$ cat config.mk
export PLATFORM = sky130hd
export DESIGN_NAME = imm_gen_pipe_flat
export DESIGN_NICKNAME = d
export VERILOG_FILES = /design/src/rtl/imm_gen_pipe_if.sv /design/src/rtl/imm_gen_pipe.sv /design/src/flat_wrapper.sv
export SDC_FILE = /design/constraint.sdc
export NUM_CORES = 1
export LEC_CHECK = 0
export ABC_AREA = 1
export CORE_UTILIZATION = 35
export CTS_BUF_LIST = sky130_fd_sc_hd__clkbuf_2 sky130_fd_sc_hd__clkbuf_4 sky130_fd_sc_hd__clkbuf_8
export CTS_CLUSTER_DIAMETER = 50
export DETAILED_ROUTE_END_ITERATION = 10
export PLACE_DENSITY_LB_ADDON = 0.05
export SLEW_MARGIN = 20
export SYNTH_ARGS = -nofsm -noshare
export SYNTH_HDL_FRONTEND = slang
export SYNTH_SLANG_ARGS = --single-unit
$ cat constraint.sdc
create_clock -name clk -period 3.1 [get_ports clk]
set_input_delay 0.31 -clock clk [delete_from_list [all_inputs] [get_ports clk]]
set_output_delay 0.31 -clock clk [all_outputs]
set_load 0.01 [all_outputs]
$ cat src/rtl/imm_gen_pipe_if.sv
// Handshake/bundle interface for imm_gen_pipe: upstream instruction input and
// downstream decoded-immediate output, parameterised by datapath width XLEN.
interface imm_gen_pipe_if #(
  parameter int unsigned XLEN = 32
);
  logic            in_valid;
  logic            in_ready;
  logic [31:0]     in_inst;
  logic [XLEN-1:0] in_pc;
  logic            out_valid;
  logic            out_ready;
  logic [31:0]     out_inst;
  logic [XLEN-1:0] out_pc;
  logic [XLEN-1:0] out_imm;
  logic [2:0]      out_fmt;
  logic [XLEN-1:0] out_target;
  logic            out_illegal;

  modport slave (
    input  in_valid, in_inst, in_pc, out_ready,
    output in_ready, out_valid, out_inst, out_pc, out_imm, out_fmt, out_target, out_illegal
  );

  modport master (
    output in_valid, in_inst, in_pc, out_ready,
    input  in_ready, out_valid, out_inst, out_pc, out_imm, out_fmt, out_target, out_illegal
  );
endinterface

$ cat src/rtl/imm_gen_pipe.sv
// Pipelined RV32I/RV64I immediate generator: input-side decode, registered output
// stage plus one-entry skid buffer. Optional macro IMM_GEN_CSR_ZIMM_EN enables CSR zimm.
module imm_gen_pipe #(
  parameter int unsigned XLEN = 32
) (
  input logic          clk,
  input logic          rst,
  imm_gen_pipe_if.slave bus
);

  localparam logic [2:0] FMT_R    = 3'd0;
  localparam logic [2:0] FMT_I    = 3'd1;
  localparam logic [2:0] FMT_S    = 3'd2;
  localparam logic [2:0] FMT_B    = 3'd3;
  localparam logic [2:0] FMT_U    = 3'd4;
  localparam logic [2:0] FMT_J    = 3'd5;
  localparam logic [2:0] FMT_NONE = 3'd7;

  localparam logic [6:0] OP_REG    = 7'b0110011;
  localparam logic [6:0] OP_IMM    = 7'b0010011;
  localparam logic [6:0] OP_LOAD   = 7'b0000011;
  localparam logic [6:0] OP_JALR   = 7'b1100111;
  localparam logic [6:0] OP_SYSTEM = 7'b1110011;
  localparam logic [6:0] OP_STORE  = 7'b0100011;
  localparam logic [6:0] OP_BRANCH = 7'b1100011;
  localparam logic [6:0] OP_JAL    = 7'b1101111;
  localparam logic [6:0] OP_LUI    = 7'b0110111;
  localparam logic [6:0] OP_AUIPC  = 7'b0010111;

  typedef struct packed {
    logic [31:0]     inst;
    logic [XLEN-1:0] pc;
    logic [XLEN-1:0] imm;
    logic [2:0]      fmt;
    logic [XLEN-1:0] target;
    logic            illegal;
  } bundle_t;

  bundle_t    dec;
  bundle_t    out_q, out_d;
  bundle_t    skid_q, skid_d;
  logic       out_valid_q, out_valid_d;
  logic       skid_valid_q, skid_valid_d;
  logic       in_ready_q;
  logic       in_xfer;
  logic [31:0] imm32;
  logic [6:0]  opcode;

  // Decode runs on the input side so the output bundle comes straight from flops.
  always_comb begin
    opcode      = bus.in_inst[6:0];
    imm32       = '0;
    dec         = '0;
    dec.inst    = bus.in_inst;
    dec.pc      = bus.in_pc;
    dec.fmt     = FMT_NONE;
    dec.illegal = 1'b0;
    case (opcode)
      OP_REG: dec.fmt = FMT_R;
      OP_IMM, OP_LOAD, OP_JALR, OP_SYSTEM: begin
        dec.fmt = FMT_I;
        imm32   = {{20{bus.in_inst[31]}}, bus.in_inst[31:20]};
      end
      OP_STORE: begin
        dec.fmt = FMT_S;
        imm32   = {{20{bus.in_inst[31]}}, bus.in_inst[31:25], bus.in_inst[11:7]};
      end
      OP_BRANCH: begin
        dec.fmt = FMT_B;
        imm32   = {{19{bus.in_inst[31]}}, bus.in_inst[31], bus.in_inst[7],
                   bus.in_inst[30:25], bus.in_inst[11:8], 1'b0};
      end
      OP_JAL: begin
        dec.fmt = FMT_J;
        imm32   = {{11{bus.in_inst[31]}}, bus.in_inst[31], bus.in_inst[19:12],
                   bus.in_inst[20], bus.in_inst[30:21], 1'b0};
      end
      OP_LUI, OP_AUIPC: begin
        dec.fmt = FMT_U;
        imm32   = {bus.in_inst[31:12], 12'b0};
      end
      default: dec.illegal = 1'b1;
    endcase
    dec.imm = XLEN'($signed(imm32));
`ifdef IMM_GEN_CSR_ZIMM_EN
    if (opcode == OP_SYSTEM && bus.in_inst[14]) begin
      dec.imm = XLEN'(bus.in_inst[19:15]);
    end
`endif
    dec.target = bus.in_pc + dec.imm;
  end

  assign in_xfer = bus.in_valid && in_ready_q;

  // The skid only fills while the output is stalled, so it always drains first.
  always_comb begin
    out_d        = out_q;
    out_valid_d  = out_valid_q;
    skid_d       = skid_q;
    skid_valid_d = skid_valid_q;
    if (!out_valid_q || bus.out_ready) begin
      if (skid_valid_q) begin
        out_d        = skid_q;
        out_valid_d  = 1'b1;
        skid_valid_d = 1'b0;
      end else if (in_xfer) begin
        out_d       = dec;
        out_valid_d = 1'b1;
      end else begin
        out_valid_d = 1'b0;
      end
    end else if (in_xfer) begin
      skid_d       = dec;
      skid_valid_d = 1'b1;
    end
  end

  always_ff @(posedge clk) begin
    if (rst) begin
      out_q        <= '0;
      out_valid_q  <= 1'b0;
      skid_q       <= '0;
      skid_valid_q <= 1'b0;
      in_ready_q   <= 1'b1;
    end else begin
      out_q        <= out_d;
      out_valid_q  <= out_valid_d;
      skid_q       <= skid_d;
      skid_valid_q <= skid_valid_d;
      in_ready_q   <= !skid_valid_d;
    end
  end

  assign bus.in_ready    = in_ready_q;
  assign bus.out_valid   = out_valid_q;
  assign bus.out_inst    = out_q.inst;
  assign bus.out_pc      = out_q.pc;
  assign bus.out_imm     = out_q.imm;
  assign bus.out_fmt     = out_q.fmt;
  assign bus.out_target  = out_q.target;
  assign bus.out_illegal = out_q.illegal;

endmodule

$ cat src/flat_wrapper.sv
// flat-port wrapper written by rule: the top's interface ports become plain ports
module imm_gen_pipe_flat 
#(
  parameter int unsigned XLEN = 32
)
  (clk, rst, bus_in_valid, bus_in_inst, bus_in_pc, bus_out_ready, bus_in_ready, bus_out_valid, bus_out_inst, bus_out_pc, bus_out_imm, bus_out_fmt, bus_out_target, bus_out_illegal);
  imm_gen_pipe_if #(.XLEN(XLEN)) bus_i ();
  input logic clk;
  input logic rst;
  input wire logic [$bits(bus_i.in_valid)-1:0] bus_in_valid;
  input wire logic [$bits(bus_i.in_inst)-1:0] bus_in_inst;
  input wire logic [$bits(bus_i.in_pc)-1:0] bus_in_pc;
  input wire logic [$bits(bus_i.out_ready)-1:0] bus_out_ready;
  output wire logic [$bits(bus_i.in_ready)-1:0] bus_in_ready;
  output wire logic [$bits(bus_i.out_valid)-1:0] bus_out_valid;
  output wire logic [$bits(bus_i.out_inst)-1:0] bus_out_inst;
  output wire logic [$bits(bus_i.out_pc)-1:0] bus_out_pc;
  output wire logic [$bits(bus_i.out_imm)-1:0] bus_out_imm;
  output wire logic [$bits(bus_i.out_fmt)-1:0] bus_out_fmt;
  output wire logic [$bits(bus_i.out_target)-1:0] bus_out_target;
  output wire logic [$bits(bus_i.out_illegal)-1:0] bus_out_illegal;
  assign bus_i.in_valid = bus_in_valid;
  assign bus_i.in_inst = bus_in_inst;
  assign bus_i.in_pc = bus_in_pc;
  assign bus_i.out_ready = bus_out_ready;
  assign bus_in_ready = bus_i.in_ready;
  assign bus_out_valid = bus_i.out_valid;
  assign bus_out_inst = bus_i.out_inst;
  assign bus_out_pc = bus_i.out_pc;
  assign bus_out_imm = bus_i.out_imm;
  assign bus_out_fmt = bus_i.out_fmt;
  assign bus_out_target = bus_i.out_target;
  assign bus_out_illegal = bus_i.out_illegal;
  imm_gen_pipe #(.XLEN(XLEN)) u_core (.clk(clk), .rst(rst), .bus(bus_i));
endmodule
---- Word level (Yosys, flattened, before mapping) ----
Cells that the tools add are included.
storage, ports and cells
  bits in registers ....................... 267
  bits of input ports ..................... 68
  output and inout port bits .............. 134
  word-level logic and storage cells ...... 46
operators by class
  $add $sub $neg .......................... 1
  eq/ne operators ......................... 10
  muxes and demuxes ....................... 9
  bitwise gates (word level) .............. 1
  reduce and logical (&&, ||, !) cells .... 10
operators by type and width
  kind                  number
  $mux W132             2
  $pmux W32 S5          1
  $add A32 B32 Y32      1
  $eq A7 B7 Y1 const B  4
  $eq A7 B6 Y1 const B  3
  $pmux W3 S6           1
  $eq A7 B5 Y1 const B  2
  $reduce_or A10 Y1     1
  $eq A7 B2 Y1 const B  1
  $mux W1               5
  $reduce_and A2 Y1     2
  $reduce_or A4 Y1      1
  $logic_not A1 Y1      2
  $reduce_bool A2 Y1    1
  $reduce_or A2 Y1      1
  $logic_and A1 B1 Y1   1
  $logic_or A1 B1 Y1    1
  $not A1 Y1            1

---- Longest topological paths before layout ----
Gate-level depths: netlist (run 1).
  word-level depth ........................ 6
  gate-level depth with buffers ........... 23
  gate-level depth less buffers ........... 23

---- Least setup slack after synthesis (run 1) ----
No wires, ideal clock.
  path kind ............................... input -> register
  start ................................... input bus_in_inst[1]
  end ..................................... register u_core.out_q (netlist bit u_core.bus.out_target[28])
  library setup time ...................... 132 ps
  arrival time ............................ 2563 ps
  required time ........................... 2968 ps
  path slack .............................. 405 ps
  stages .................................. 21
  buffers on the path ..................... 0
  cells stage by stage .................... nand2_1 > inv_2 > nand3_2 > inv_2 > nand2_1 > o22ai_1 > ha_1 > inv_1 > fa_1 > inv_1 > nand3_1 > nand2_1 > nand2_1 > nand2_1 > nand2_1 > nand2_1 > nand2_1 > nand3_1 > nand3_1 > nand2_1 > a21oi_1
RTL lines
  item                  RTL line             RTL
  from (decl)           flat_wrapper.sv:11   input wire logic [$bits(bus_i.in_inst)-1:0] bus_in_inst;
  to (signal assigned)  imm_gen_pipe.sv:126  out_q <= out_d;
  to (decl)             imm_gen_pipe.sv:40   bundle_t out_q, out_d;

==> results.json, run 1 <==
{
  "grt_pass1_wl_um": 75950,
  "cp-end-kind": "flip-flop",
  "switching_share_pct": 28.06,
  "period_minus_slack_ns": 2.951,
  "clk_latency_ns": 0.63,
  "viasPerCell": 4.988,
  "drv_slew": 0,
  "synth_top_area_cell": "dfxtp_1",
  "critPathArrivalTime_ns": 3.41,
  "place_area_um2": 16540,
  "dieWidth_um": 195.6,
  "antenna-diode-count": 0,
  "status": "finished clean",
  "synthArstFlopShare_pct": 0,
  "maxSlewHeadroom_pct": 32.02,
  "synth_cell_types": 36,
  "grt_pass1_vias": 13130,
  "synth_edf_count": 0,
  "synth_top_area_share_pct": 40.76,
  "final_cell_mix": "nand2_1, dfxtp_1, o21ai_0",
  "mappedNetlistArea_um2": 13120,
  "p_seq_share_pct": 41.7,
  "finalWirelength_um": 49210,
  "final_area_um2": 17980,
  "placed_cells": 2668,
  "coreArea_um2": 36700,
  "cts_tree": "done",
  "finClkSkew_ns": 0.02762,
  "grt_util_all_layers_pct": 25.64,
  "leakage_nw": 8.500,
  "grt_overflow": 0,
  "htreeDepth": 2,
  "ys_warn_count": 0,
  "routabilityCongestion": 0.9197,
  "synth_area_leaders": "dfxtp_1, nand2_1, o21ai_0, a21oi_1, nor2_1",
  "cts.sinks": 267,
  "max_freq_ghz": 0.3389,
  "ios": 202,
  "crit_fanout": 7,
  "synthToLayoutAreaGrowth_pct": 37.12,
  "cts_hold_buf": 0,
  "worstReg2RegStart": "u_core.skid_valid_q",
  "final_nets": 2353,
  "fill_cells": 3789,
  "ant_nets": 0,
  "cap_violations": 0,
  "synth_area_per_cell_um2": 6.715,
  "drtIter0Drc": 725,
  "die_area_um2": 38250,
  "ir_drop_uv": 269.9,
  "initial_core_util_pct": 35.74,
  "die_h_um": 195.6,
  "path_cells": "clkdlybuf4s50_1, buf_4, nand2_1, nor2_2, nand2_2, inv_2, o21ai_1, buf_4, o211ai_2, ha_4, nand2_1, inv_1, nand2_1, buf_4, nor3_2, and2_1, nand2_1, nand3_1, nand3_1, nand2_1, a21oi_1",
  "final_common_cell": "nand2_1",
  "pwr-share-comb_pct": 17.2,
  "worstSetupPathType": "primary input to flip-flop",
  "grt_max_degree": 103,
  "synth.yosys.seq_area_share_pct": 40.76,
  "portBuffers": 201,
  "finalCritPeriodShare_pct": 95.19,
  "p_sw_w": 0.002548,
  "drive_above_1_share_pct": 15.43,
  "cp-startpoint": "bus_in_inst[3]",
  "clockBufferDepth": 3,
  "critPathBufInv": 6,
  "max_stage_delay_ns": 0.45,
  "firstDrtPassIters": 5,
  "crit_family": "buffers and inverters",
  "synth-seq-cells": 267,
  "pwr-share-clk_pct": 41.1,
  "clockRootBuffer": "clkbuf_8",
  "drc": 0,
  "setup_viol": 0,
  "cp.required_ns": 3.56,
  "crit_top_cell": "nand2_1",
  "slowest_stage": "clkdlybuf4s50_1",
  "synth_fp_nets": 2053,
  "wire_per_inst_um": 17.85,
  "r2r_slack_ns": 0.98,
  "worst_pin_slew_ns": 1.020,
  "hold_class": "primary input to flip-flop",
  "cts_inserted_buffers": 50,
  "clk_pin_slew_worst_paths_ns": 0.06,
  "hold_viol": 0,
  "antenna_found_initial": 0,
  "start_kind": "primary input",
  "layout.cells.non_filler": 2756,
  "synth_ff_type": "dfxtp_1",
  "dpl.hpwl_um": 34850,
  "vias": 13750,
  "final_util_pct": 49.00,
  "p_per_area_nw_per_um2": 504.8,
  "placementRows": 70,
  "intPower_w": 0.006530,
  "min-delay-start": "bus_in_inst[4]",
  "synthCells": 1953
}
==> power groups by stage <==
| stage | Clock (W) | Combinational (W) | Sequential (W) |
|---|---|---|---|
| floorplan | 0 | 0.000652 | 0.00389 |
| global placement | 0 | 0.00153 | 0.00385 |
| detailed placement | 0 | 0.00153 | 0.00385 |
| CTS | 0.00382 | 0.00154 | 0.00378 |
| global route | 0.00397 | 0.00171 | 0.00381 |
| finish | 0.00374 | 0.00156 | 0.00378 |
==> kinds of logic (layout without fill, tap and decap cells) <==
logic type      Yosys count  count (layout)  synth area share (%)
simple gates            776             776                 23.32
compound gates          534             534                 22.28
buf+inv                 330             665                 9.607
flops                   267             267                 40.76
fa+ha+maj                32              32                 3.110
xor+xnor                 14              14                0.9350
==> cells in the mapped netlist, types with 9 or more instances <==
master and n:
a21oi_1 185, a31oi_1 65, buf_1 14, buf_2 11
clkbuf_1 91, dfxtp_1 267, ha_1 31, inv_1 203
inv_2 9, nand2_1 444, nand3_1 61, nor2_1 245
o211ai_1 18, o211ai_2 10, o21ai_0 237, xor2_1 13
==> per-layer routing <==
layer	vias to the layer above	part of all wire, %	global-route usage [%]
met4	0	2.5	8.428
met2	279	48	44.03
met3	68	4.0	3.523
met1	6438	45	32.96
met5	-	0	0
li1	6962	-	-
==> sequential cells by signal, summed over array words and instances (netlist names) <==
register and cells:
u_core.bus.in_ready 1, u_core.bus.out_target 32, u_core.bus.out_imm 32, u_core.skid_q 132, u_core.skid_valid_q 1, u_core.bus.out_illegal 1, u_core.bus.out_inst 32, u_core.bus.out_fmt 3
u_core.bus.out_valid 1, u_core.bus.out_pc 32
==> final cells by class <==
| type | instances | area (um^2) | area share, % |
|---|---|---|---|
| multi-input combinational | 1356 | 6860 | 38.15 |
| clock inverter | 8 | 100.1 | 0.5566 |
| clock buffer | 79 | 980.9 | 5.455 |
| sequential | 267 | 5349 | 29.74 |
| timing repair buffer | 366 | 3304 | 18.37 |
| inverter | 212 | 803.3 | 4.467 |
| tap | 468 | 585.6 | 3.256 |
==> timing repair <==
action,in CTS,in global routing
pin swaps,2,9
cloned,0,0
resized for setup,5,78
buffers inserted,0,1
endpoints found under the setup margin,4,43
==> final timing paths <==
check / endpoint / cells past startpoint
worst max-delay path: u_core.bus.out_target[28] / 21
worst min-delay path: u_core.bus.out_inst[4] / 3
worst max register to register: u_core.bus.out_pc[29] / 4
worst min register to register: u_core.bus.out_pc[3] / 2
==> stage by stage <==
step	TNS [ns]	hold WS, ns	worst slack, ns	total power [W]
finish	0	0.05908	0.1490	0.009078
global route	-0.04812	0.05928	-0.02576	0.009492
CTS	0	0.2411	0.002639	0.009145
detailed placement	-26.67	0.4570	-0.7025	0.005383
global placement	-27.08	0.4547	-0.7332	0.005379
floorplan	0	0.4449	0.4051	0.004544
==> worst register-to-register path, stage by stage (launching register included) <==
cell     delay, ns
dfxtp_4       0.35
buf_4         0.41
buf_4         0.86
nand2_1       0.19
a31oi_1       0.21
(Power assumes the default switching activity.)
==> run 2: changes to the inputs <==
--- a/config.mk
+++ b/config.mk
@@ -6,6 +6,7 @@
 export NUM_CORES = 1
 export LEC_CHECK = 0
 export ABC_AREA = 1
+export CORE_ASPECT_RATIO = 1.5
 export CORE_UTILIZATION = 35
 export CTS_BUF_LIST = sky130_fd_sc_hd__clkbuf_2 sky130_fd_sc_hd__clkbuf_4 sky130_fd_sc_hd__clkbuf_8
 export CTS_CLUSTER_DIAMETER = 50
==> results.json, run 2 (synthesis gave the netlist of run 1 again) <==
{
  "pre_cts_slack_ns": -0.6713,
  "ir_drop_uv": 540.1,
  "initial_core_util_pct": 35.64,
  "finalCritPeriodShare_pct": 95.34,
  "clk_pin_slew_worst_paths_ns": 0.05,
  "status": "finished clean",
  "leakage_nw": 8.595,
  "hold_viol": 0,
  "reg2regPathDepth": 7,
  "routabilityCongestion": 0.9552,
  "wire_per_inst_um": 17.91,
  "grt_pass1_vias": 13170,
  "final_nets": 2358,
  "grt_pass1_wl_um": 75310,
  "cts.sinks": 267,
  "setup_viol": 0,
  "antenna_found_initial": 0,
  "dpl.hpwl_um": 35390,
  "p_per_area_nw_per_um2": 494.6,
  "ant_nets": 0,
  "period_minus_slack_ns": 2.955,
  "die_area_um2": 38270,
  "largest_reg_flops": 132,
  "maxSlewHeadroom_pct": 41.49,
  "place_area_um2": 16670,
  "cap_violations": 0,
  "cp.required_ns": 3.52,
  "die_h_um": 239.1,
  "cts_tree": "done",
  "finClkSkew_ns": 0.02056,
  "critPathArrivalTime_ns": 3.37,
  "final_common_cell": "nand2_1",
  "cts_inserted_buffers": 46,
  "regMostFlops": "u_core.skid_q",
  "grt_overflow": 0,
  "placed_cells": 2692,
  "hold_ws_ns": 0.09851,
  "clk_latency_ns": 0.59,
  "final_area_um2": 17990,
  "coreArea_um2": 36800,
  "hold_class": "primary input to flip-flop",
  "firstDrtPassIters": 5,
  "grt_max_degree": 153,
  "final_cell_mix": "nand2_1, dfxtp_1, o21ai_0",
  "grt_util_all_layers_pct": 25.69,
  "finalWirelength_um": 49740,
  "drtIter0Drc": 782,
  "drc": 0,
  "dieWidth_um": 160.1,
  "total_power_w": 0.008899,
  "htreeDepth": 2,
  "vias": 13740,
  "cp-end-kind": "flip-flop",
  "hold_depth": 3,
  "ios": 202,
  "layout.cells.non_filler": 2777,
  "antenna-diode-count": 0,
  "worstSetupPathType": "primary input to flip-flop",
  "placementRows": 86,
  "clockRootBuffer": "clkbuf_8",
  "drv_slew": 0,
  "clockBufferDepth": 3,
  "start_kind": "primary input",
  "viasPerCell": 4.946,
  "synthToLayoutAreaGrowth_pct": 37.20,
  "worst_pin_slew_ns": 0.8777,
  "cts_hold_buf": 0,
  "crit_fanout": 7,
  "drive_above_1_share_pct": 15.05,
  "max_freq_ghz": 0.3384,
  "portBuffers": 201,
  "setup_slack_ns": 0.1446
}
-- run 2: changes by cell type in the layout (fill, tap and decap cells not counted), moves of 3 or more --
cell             previous run  this run
buf_12                      4         8
buf_4                     160       166
clkbuf_4                   17        10
clkdlybuf4s50_1           198       195
clkinv_2                    3         6
dlymetal6s2s_1              2         5
nand2_1                   427       432
nand2_2                    19        12
o211ai_2                    7        10
o211ai_4                    3         0
o21ai_0                   232       235
-- run 2: final cells by class --
type | instances | area (um^2)
Timing Repair Buffer | 375 | 3426
Tap cell | 484 | 605.6
Inverter | 212 | 803.3
Sequential cell | 267 | 5349
Fill cell | 3840 | 18810
Clock buffer | 73 | 942.2
Multi-Input combinational cell | 1356 | 6782
Clock inverter | 10 | 86.33
-- run 2: worst max-delay path, stage by stage --
cell and delay, ns:
clkdlybuf4s50_1 0.53, nand2_4 0.10, inv_2 0.09, nand2_2 0.09, o21ai_4 0.18, buf_4 0.16, nand2_2 0.08, buf_12 0.14
o211ai_2 0.14, ha_4 0.28, nand2_1 0.15, inv_1 0.06, nand2_1 0.08, nand3_1 0.16, o21bai_1 0.22, nor2_2 0.21
nand2_1 0.08, nand2_1 0.09, nand3_1 0.08, nand2_1 0.11, a21oi_1 0.06
-- run 2: metal layers --
layer,global-route usage (%),wire length [um],part of all wire [%],vias to the layer above
li1,-,-,-,6973
met1,28.41,19600,39,6337
met2,47.58,26040,52,324
met3,3.262,1744,3.5,101
met4,13.45,2356,4.7,0
met5,0,0,0,-
-- run 2: repair_timing --
| item | CTS | global route |
|---|---|---|
| pin swaps | 0 | 9 |
| buffers inserted | 0 | 2 |
| resized for setup | 4 | 65 |
| setup endpoints to repair | 8 | 46 |
-- run 2: report_power, final --
group	total (W)	internal, W	switching [W]
combinational	0.00157	0.000718	0.000850
clock	0.00354	0.00202	0.00152
sequential	0.00379	0.00366	0.000137
-- run 2: final timing paths --
check | startpoint | to | slack (ns)
max | bus_in_inst[1] | u_core.bus.out_target[25] | 0.14
min reg2reg | u_core.skid_q[82] | u_core.bus.out_pc[14] | 0.46
min | bus_in_inst[4] | u_core.bus.out_inst[4] | 0.1
max reg2reg | u_core.skid_valid_q | u_core.bus.out_fmt[1] | 1.06
-- run 2: metrics by stage --
step           setup TNS (ns)  util, %
2_1_floorplan               0        -
3_3_place_gp           -26.11    45.31
3_5_place_dp           -28.21    45.31
4_1_cts                     0    48.15
5_1_grt              -0.02730    48.89
6_report                    0    48.89
